===== src/rtl/caches_pkg.sv =====
// Types and constants shared by the caches and the memory arbiter.
package caches_pkg;

  typedef enum logic [1:0] {
    FREE   = 2'd0,
    BUSY   = 2'd1,
    ACCESS = 2'd2,
    ERROR  = 2'd3
  } ramstate_t;

  typedef enum logic [1:0] {
    ARB_IDLE = 2'd0,
    ARB_I    = 2'd1,
    ARB_D    = 2'd2
  } arb_state_t;

  localparam int STARVE_MAX_DEFAULT = 4;

endpackage


===== src/rtl/caches_if.sv =====
// Cache-to-memory request/response bundle; master is the cache side, slave the arbiter.
interface caches_if;

  logic        iREN;
  logic [31:0] iaddr;
  logic        iwait;
  logic [31:0] iload;

  logic        dREN;
  logic        dWEN;
  logic [31:0] daddr;
  logic [31:0] dstore;
  logic        dwait;
  logic [31:0] dload;

  modport master (
    output iREN, iaddr, dREN, dWEN, daddr, dstore,
    input  iwait, iload, dwait, dload
  );

  modport slave (
    input  iREN, iaddr, dREN, dWEN, daddr, dstore,
    output iwait, iload, dwait, dload
  );

endinterface


===== src/rtl/memory_arbiter.sv =====
// Serialises icache and dcache word requests onto the single RAM port,
// favouring the dcache but bounding how long an icache request can starve.
module memory_arbiter
  import caches_pkg::*;
#(
  parameter int STARVE_MAX = STARVE_MAX_DEFAULT
) (
  input  logic        CLK,
  input  logic        RST,
  caches_if.slave     cif,
  output logic        ramREN,
  output logic        ramWEN,
  output logic [31:0] ramaddr,
  output logic [31:0] ramstore,
  input  logic [31:0] ramload,
  input  ramstate_t   ramstate
);

  localparam int CNT_W = (STARVE_MAX < 1) ? 1 : $clog2(STARVE_MAX + 1);
  localparam logic [CNT_W-1:0] CNT_MAX = CNT_W'(STARVE_MAX);

  arb_state_t       state, state_next;
  logic [CNT_W-1:0] starve_cnt, starve_next;
  logic             d_req;

  assign d_req = cif.dREN | cif.dWEN;

  always_ff @(posedge CLK or posedge RST) begin
    if (RST) begin
      state      <= ARB_IDLE;
      starve_cnt <= '0;
    end else begin
      state      <= state_next;
      starve_cnt <= starve_next;
    end
  end

  // Completion is combinational from ramstate; an owner dropping its request
  // before ACCESS releases the port with no completion.
  always_comb begin
    state_next  = state;
    starve_next = starve_cnt;
    cif.iwait   = 1'b1;
    cif.iload   = '0;
    cif.dwait   = 1'b1;
    cif.dload   = '0;
    ramREN      = 1'b0;
    ramWEN      = 1'b0;
    ramaddr     = '0;
    ramstore    = '0;

    case (state)
      ARB_IDLE: begin
        if (!cif.iREN) begin
          starve_next = '0;
        end
        if (cif.iREN && d_req) begin
          state_next = (starve_cnt == CNT_MAX) ? ARB_I : ARB_D;
        end else if (cif.iREN) begin
          state_next = ARB_I;
        end else if (d_req) begin
          state_next = ARB_D;
        end
      end

      ARB_I: begin
        if (!cif.iREN) begin
          state_next = ARB_IDLE;
        end else begin
          ramREN  = 1'b1;
          ramaddr = cif.iaddr;
          if (ramstate == ACCESS) begin
            cif.iwait   = 1'b0;
            cif.iload   = ramload;
            starve_next = '0;
            state_next  = ARB_IDLE;
          end
        end
      end

      ARB_D: begin
        if (!d_req) begin
          state_next = ARB_IDLE;
        end else begin
          ramREN   = cif.dREN;
          ramWEN   = cif.dWEN;
          ramaddr  = cif.daddr;
          ramstore = cif.dstore;
          if (ramstate == ACCESS) begin
            cif.dwait  = 1'b0;
            cif.dload  = cif.dREN ? ramload : '0;
            state_next = ARB_IDLE;
            if (cif.iREN && (starve_cnt != CNT_MAX)) begin
              starve_next = starve_cnt + CNT_W'(1);
            end
          end
        end
      end

      default: begin
        state_next = ARB_IDLE;
      end
    endcase
  end

endmodule


===== src/flat_wrapper.sv =====
// flat-port wrapper written by rule: the top's interface ports become plain ports
module memory_arbiter_flat import caches_pkg::*;
#(
  parameter int STARVE_MAX = STARVE_MAX_DEFAULT
)
  (CLK, RST, ramREN, ramWEN, ramaddr, ramstore, ramload, ramstate, cif_iREN, cif_iaddr, cif_dREN, cif_dWEN, cif_daddr, cif_dstore, cif_iwait, cif_iload, cif_dwait, cif_dload);
  caches_if cif_i ();
  input  logic CLK;
  input  logic RST;
  output logic ramREN;
  output logic ramWEN;
  output logic [31:0] ramaddr;
  output logic [31:0] ramstore;
  input  logic [31:0] ramload;
  input  ramstate_t ramstate;
  input wire logic [$bits(cif_i.iREN)-1:0] cif_iREN;
  input wire logic [$bits(cif_i.iaddr)-1:0] cif_iaddr;
  input wire logic [$bits(cif_i.dREN)-1:0] cif_dREN;
  input wire logic [$bits(cif_i.dWEN)-1:0] cif_dWEN;
  input wire logic [$bits(cif_i.daddr)-1:0] cif_daddr;
  input wire logic [$bits(cif_i.dstore)-1:0] cif_dstore;
  output wire logic [$bits(cif_i.iwait)-1:0] cif_iwait;
  output wire logic [$bits(cif_i.iload)-1:0] cif_iload;
  output wire logic [$bits(cif_i.dwait)-1:0] cif_dwait;
  output wire logic [$bits(cif_i.dload)-1:0] cif_dload;
  assign cif_i.iREN = cif_iREN;
  assign cif_i.iaddr = cif_iaddr;
  assign cif_i.dREN = cif_dREN;
  assign cif_i.dWEN = cif_dWEN;
  assign cif_i.daddr = cif_daddr;
  assign cif_i.dstore = cif_dstore;
  assign cif_iwait = cif_i.iwait;
  assign cif_iload = cif_i.iload;
  assign cif_dwait = cif_i.dwait;
  assign cif_dload = cif_i.dload;
  memory_arbiter #(.STARVE_MAX(STARVE_MAX)) u_core (.CLK(CLK), .RST(RST), .cif(cif_i), .ramREN(ramREN), .ramWEN(ramWEN), .ramaddr(ramaddr), .ramstore(ramstore), .ramload(ramload), .ramstate(ramstate));
endmodule

===== config.mk =====
export PLATFORM = sky130hd
export DESIGN_NAME = memory_arbiter_flat
export DESIGN_NICKNAME = d
export VERILOG_FILES = /design/src/rtl/caches_pkg.sv /design/src/rtl/caches_if.sv /design/src/rtl/memory_arbiter.sv /design/src/flat_wrapper.sv
export SDC_FILE = /design/constraint.sdc
export NUM_CORES = 1
export LEC_CHECK = 0
export CORE_AREA = 4 4 101 103
export DETAILED_ROUTE_END_ITERATION = 16
export DIE_AREA = 0 0 105 107
export PLACE_DENSITY_LB_ADDON = 0.08
export SLEW_MARGIN = 10
export SYNTH_ARGS = -nofsm -noshare
export SYNTH_HDL_FRONTEND = slang
export SYNTH_SLANG_ARGS = --single-unit

===== constraint.sdc =====
create_clock -name CLK -period 1.95 [get_ports CLK]
set_clock_uncertainty 0.15 [all_clocks]
set_input_delay 0.2925 -clock CLK [delete_from_list [all_inputs] [get_ports CLK]]
set_output_delay 0.2925 -clock CLK [all_outputs]
set_load 0.02 [all_outputs]

==> reports/metrics.cfg <==
[cells_and_area]
drive_above_1_share_pct=61.58
area_growth_pct=258.9
fin_util_pct=62.11
diodes=0
nets=686
final_cells=655

[place]
post-place-ws_ns=-0.6291
port-buffer-count=266
hpwl_um=8506
placed_cells=615
gp_congestion=0.7635

[yosys]
ys_types=26
synth-main-ff-cell=dfrtp_1
avgSynthCellArea_um2=6.631
synth-warning-count=0
async_flop_share_pct=100.0
synth_area_leaders=and2_1 (26%), a22oi_1 (15%), nor2b_1 (13%)
synth.most_common_cell=and2_1
synth_xor_area_share_pct=0
synth_fa_ha_area_share_pct=4.717
yosys_register_bits=5
synth_edf_count=0
synth.area.mux_share_pct=0
synthCells=240
synth_top_area_cell=and2_1
synth_commonest_cells=and2_1 (66), nor2b_1 (34), a22oi_1 (32), and3_1 (32), clkbuf_1 (18)
synth_nets=381
yosys.area_share.simple_pct=58.81
synth_top_family_by_area=simple AND/OR/NAND/NOR gates
synth_compound_area_share_pct=20.36
synth_top_area_share_pct=25.94
syn-cell-area_um2=1592
yosysSeqAreaShare_pct=7.862

[worst_setup_path]
cp-start-kind=flop
path_class=reg2out
cpMostUsedCell=buf_4
cp.arrival_ns=1.73
cp.required_ns=1.51
reg2reg_depth=6
max_stage_delay_ns=0.41
crit_slowest_cell=dfrtp_1
crit_chain=buf_6, ha_4, o21a_4, buf_4, clkbuf_16, and2_2, buf_4
worstPathMaxFanout=10
endpoint_kind=output pin

[timing]
final.setup.tns_ns=-17.87
max_freq_mhz=459.9
slew_headroom_pct=83.30
rsz0062_at_grt=yes
finalHoldViolations=0
finalMaxSlewViolations=0
worst_slack_ns=-0.2244
setup_violations=129
worst_slew_pin_slew_ns=0.2479
post-route-period-util_pct=111.5
min_period_ns=2.174

[power_and_ir_drop]
p_leak_uw=0.002597
clkPwrFrac_pct=4.0
comb_power_share_pct=92.2
powerDensity_nw_per_um2=844.7
peakVddDrop_uv=493.6
power.switching_uw=1970
internal_power_uw=2855
switching_share_pct=40.83
total_power_uw=4824
seqPwrFrac_pct=3.8

[grt]
grt_max_degree=39
gr-total-overflow=0
antenna_found_initial=0
grt_pass1_vias=2876
grt_use_total_pct=17.39
grt_pass1_wl_um=15720

[cts]
clk_latency_ns=0.22
cts_tree=done
clk_pin_slew_ns=0.04
clk_path_buf_depth=2
hold_buffers=0
root_buffer=clkbuf_8
cts.sinks=5
cts_inserted_buffers=3
cts.htree.levels=1

[routing]
ant_nets=0
vias=2962
wl_um=12000
avgRoutedWirePerCell_um=18.31
via_per_inst=4.522
firstDrtPassIters=4
remaining_drc_errors=0
drt-initial-drc-count=65

[floorplanning]
die_h_um=107
die_area_um2=11240
start_util_pct=17.31
num_rows=35
ios=267
fp.dieW_um=105
core_um2=9196

[flow_run]
drv_cap=0

[outcome]
violations=setup timing
outcome=finished with violations

[min_path]
hold_class=in2async

[worst paths after layout]
| check | startpoint | endpoint | slack, ns |
|---|---|---|---|
| max | u_core.state[1] | ramstore[23] | -0.22 |
| min | RST | u_core.starve_cnt[2] | 0.12 |
| min in group CLK | u_core.starve_cnt[2] | u_core.starve_cnt[2] | 0.38 |
| min reg2reg | u_core.starve_cnt[2] | u_core.starve_cnt[2] | 0.38 |
| max in group asynchronous | RST | u_core.state[0] | 1.33 |
| max reg2reg | u_core.state[0] | u_core.starve_cnt[0] | 0.04 |
[cells in the final DEF (no fill, tap or decap), types with 3 or more instances in the layout]
| master | netlist | routed |
|---|---|---|
| and3_1 | 32 | 25 |
| nand2_1 | 8 | 6 |
| inv_1 | 7 | 4 |
| buf_12 | 0 | 9 |
| clkbuf_8 | 0 | 3 |
| nor2_1 | 5 | 4 |
| a22oi_2 | 0 | 31 |
| clkbuf_16 | 0 | 9 |
| nor2b_2 | 0 | 28 |
| inv_2 | 0 | 3 |
| buf_16 | 0 | 3 |
| buf_2 | 6 | 3 |
| ha_4 | 0 | 3 |
| ha_1 | 6 | 3 |
| and2_1 | 66 | 9 |
| nor2b_1 | 34 | 4 |
| and3_4 | 0 | 7 |
| clkdlybuf4s50_1 | 0 | 132 |
| buf_6 | 0 | 116 |
| nand3_1 | 5 | 5 |
| buf_4 | 1 | 49 |
| and2_2 | 0 | 10 |
| dfrtp_1 | 5 | 4 |
| and2_4 | 0 | 48 |
[critical path: cells and delay by family (launching register included)]
kind,cells,cell delay [ns]
simple gates,1,0.18
buf+inv,4,0.61
compound gates,1,0.15
flops,1,0.41
fa+ha+maj,1,0.16
[logic make-up after synthesis]
group                    Yosys count
AND/OR/NAND/NOR                  154
AO/OA/AOI/OAI                     43
buffers and inverters             32
adder cells (fa/ha/maj)            6
flip-flops                         5
[routing by layer]
metal	track usage, %	up-vias	routed length (um)
met2	34.92	144	6619
met1	17.28	1365	4031
li1	-	1435	-
met4	2.624	0	255
met3	6.201	18	1089
met5	0	-	0
[repair_timing]
action | 4_1_cts | 5_1_grt
setup buffers | 8 | 14
endpoints found under the setup margin | 132 | 134
gates resized for setup | 563 | 330
pin swaps | 1 | 43
gates cloned | 5 | 12
[registers in the layout, indices dropped and copies added (netlist names)]
name and flops:
u_core.starve_cnt 3, u_core.state 2
[per-stage QoR]
step	instance area [um^2]	hold WS, ns
finish	5712	0.1200
global route	5712	0.1291
CTS	4706	0.1225
detailed placement	4606	0.3585
global placement	4606	0.3603
floorplan	1677	-0.07898
[area by class of cell]
| type | count | area (um^2) |
|---|---|---|
| timing repair buffer | 324 | 3538 |
| clock buffer | 4 | 45.04 |
| inverter | 7 | 26.28 |
| tap | 111 | 138.9 |
| fill | 837 | 3485 |
| multi-input combinational | 204 | 1837 |
| sequential | 5 | 126.4 |
[power by group through the flow]
stage          sequential [uW]  clock, uW  combinational, uW
3_5_place_dp               181          0               3090
4_1_cts                    180        196               3380
2_1_floorplan              169          0               1610
6_report                   184        192               4450
3_3_place_gp               179          0               3080
5_1_grt                    191        209               4740
Note: power is estimated with default switching activity, not from simulation.
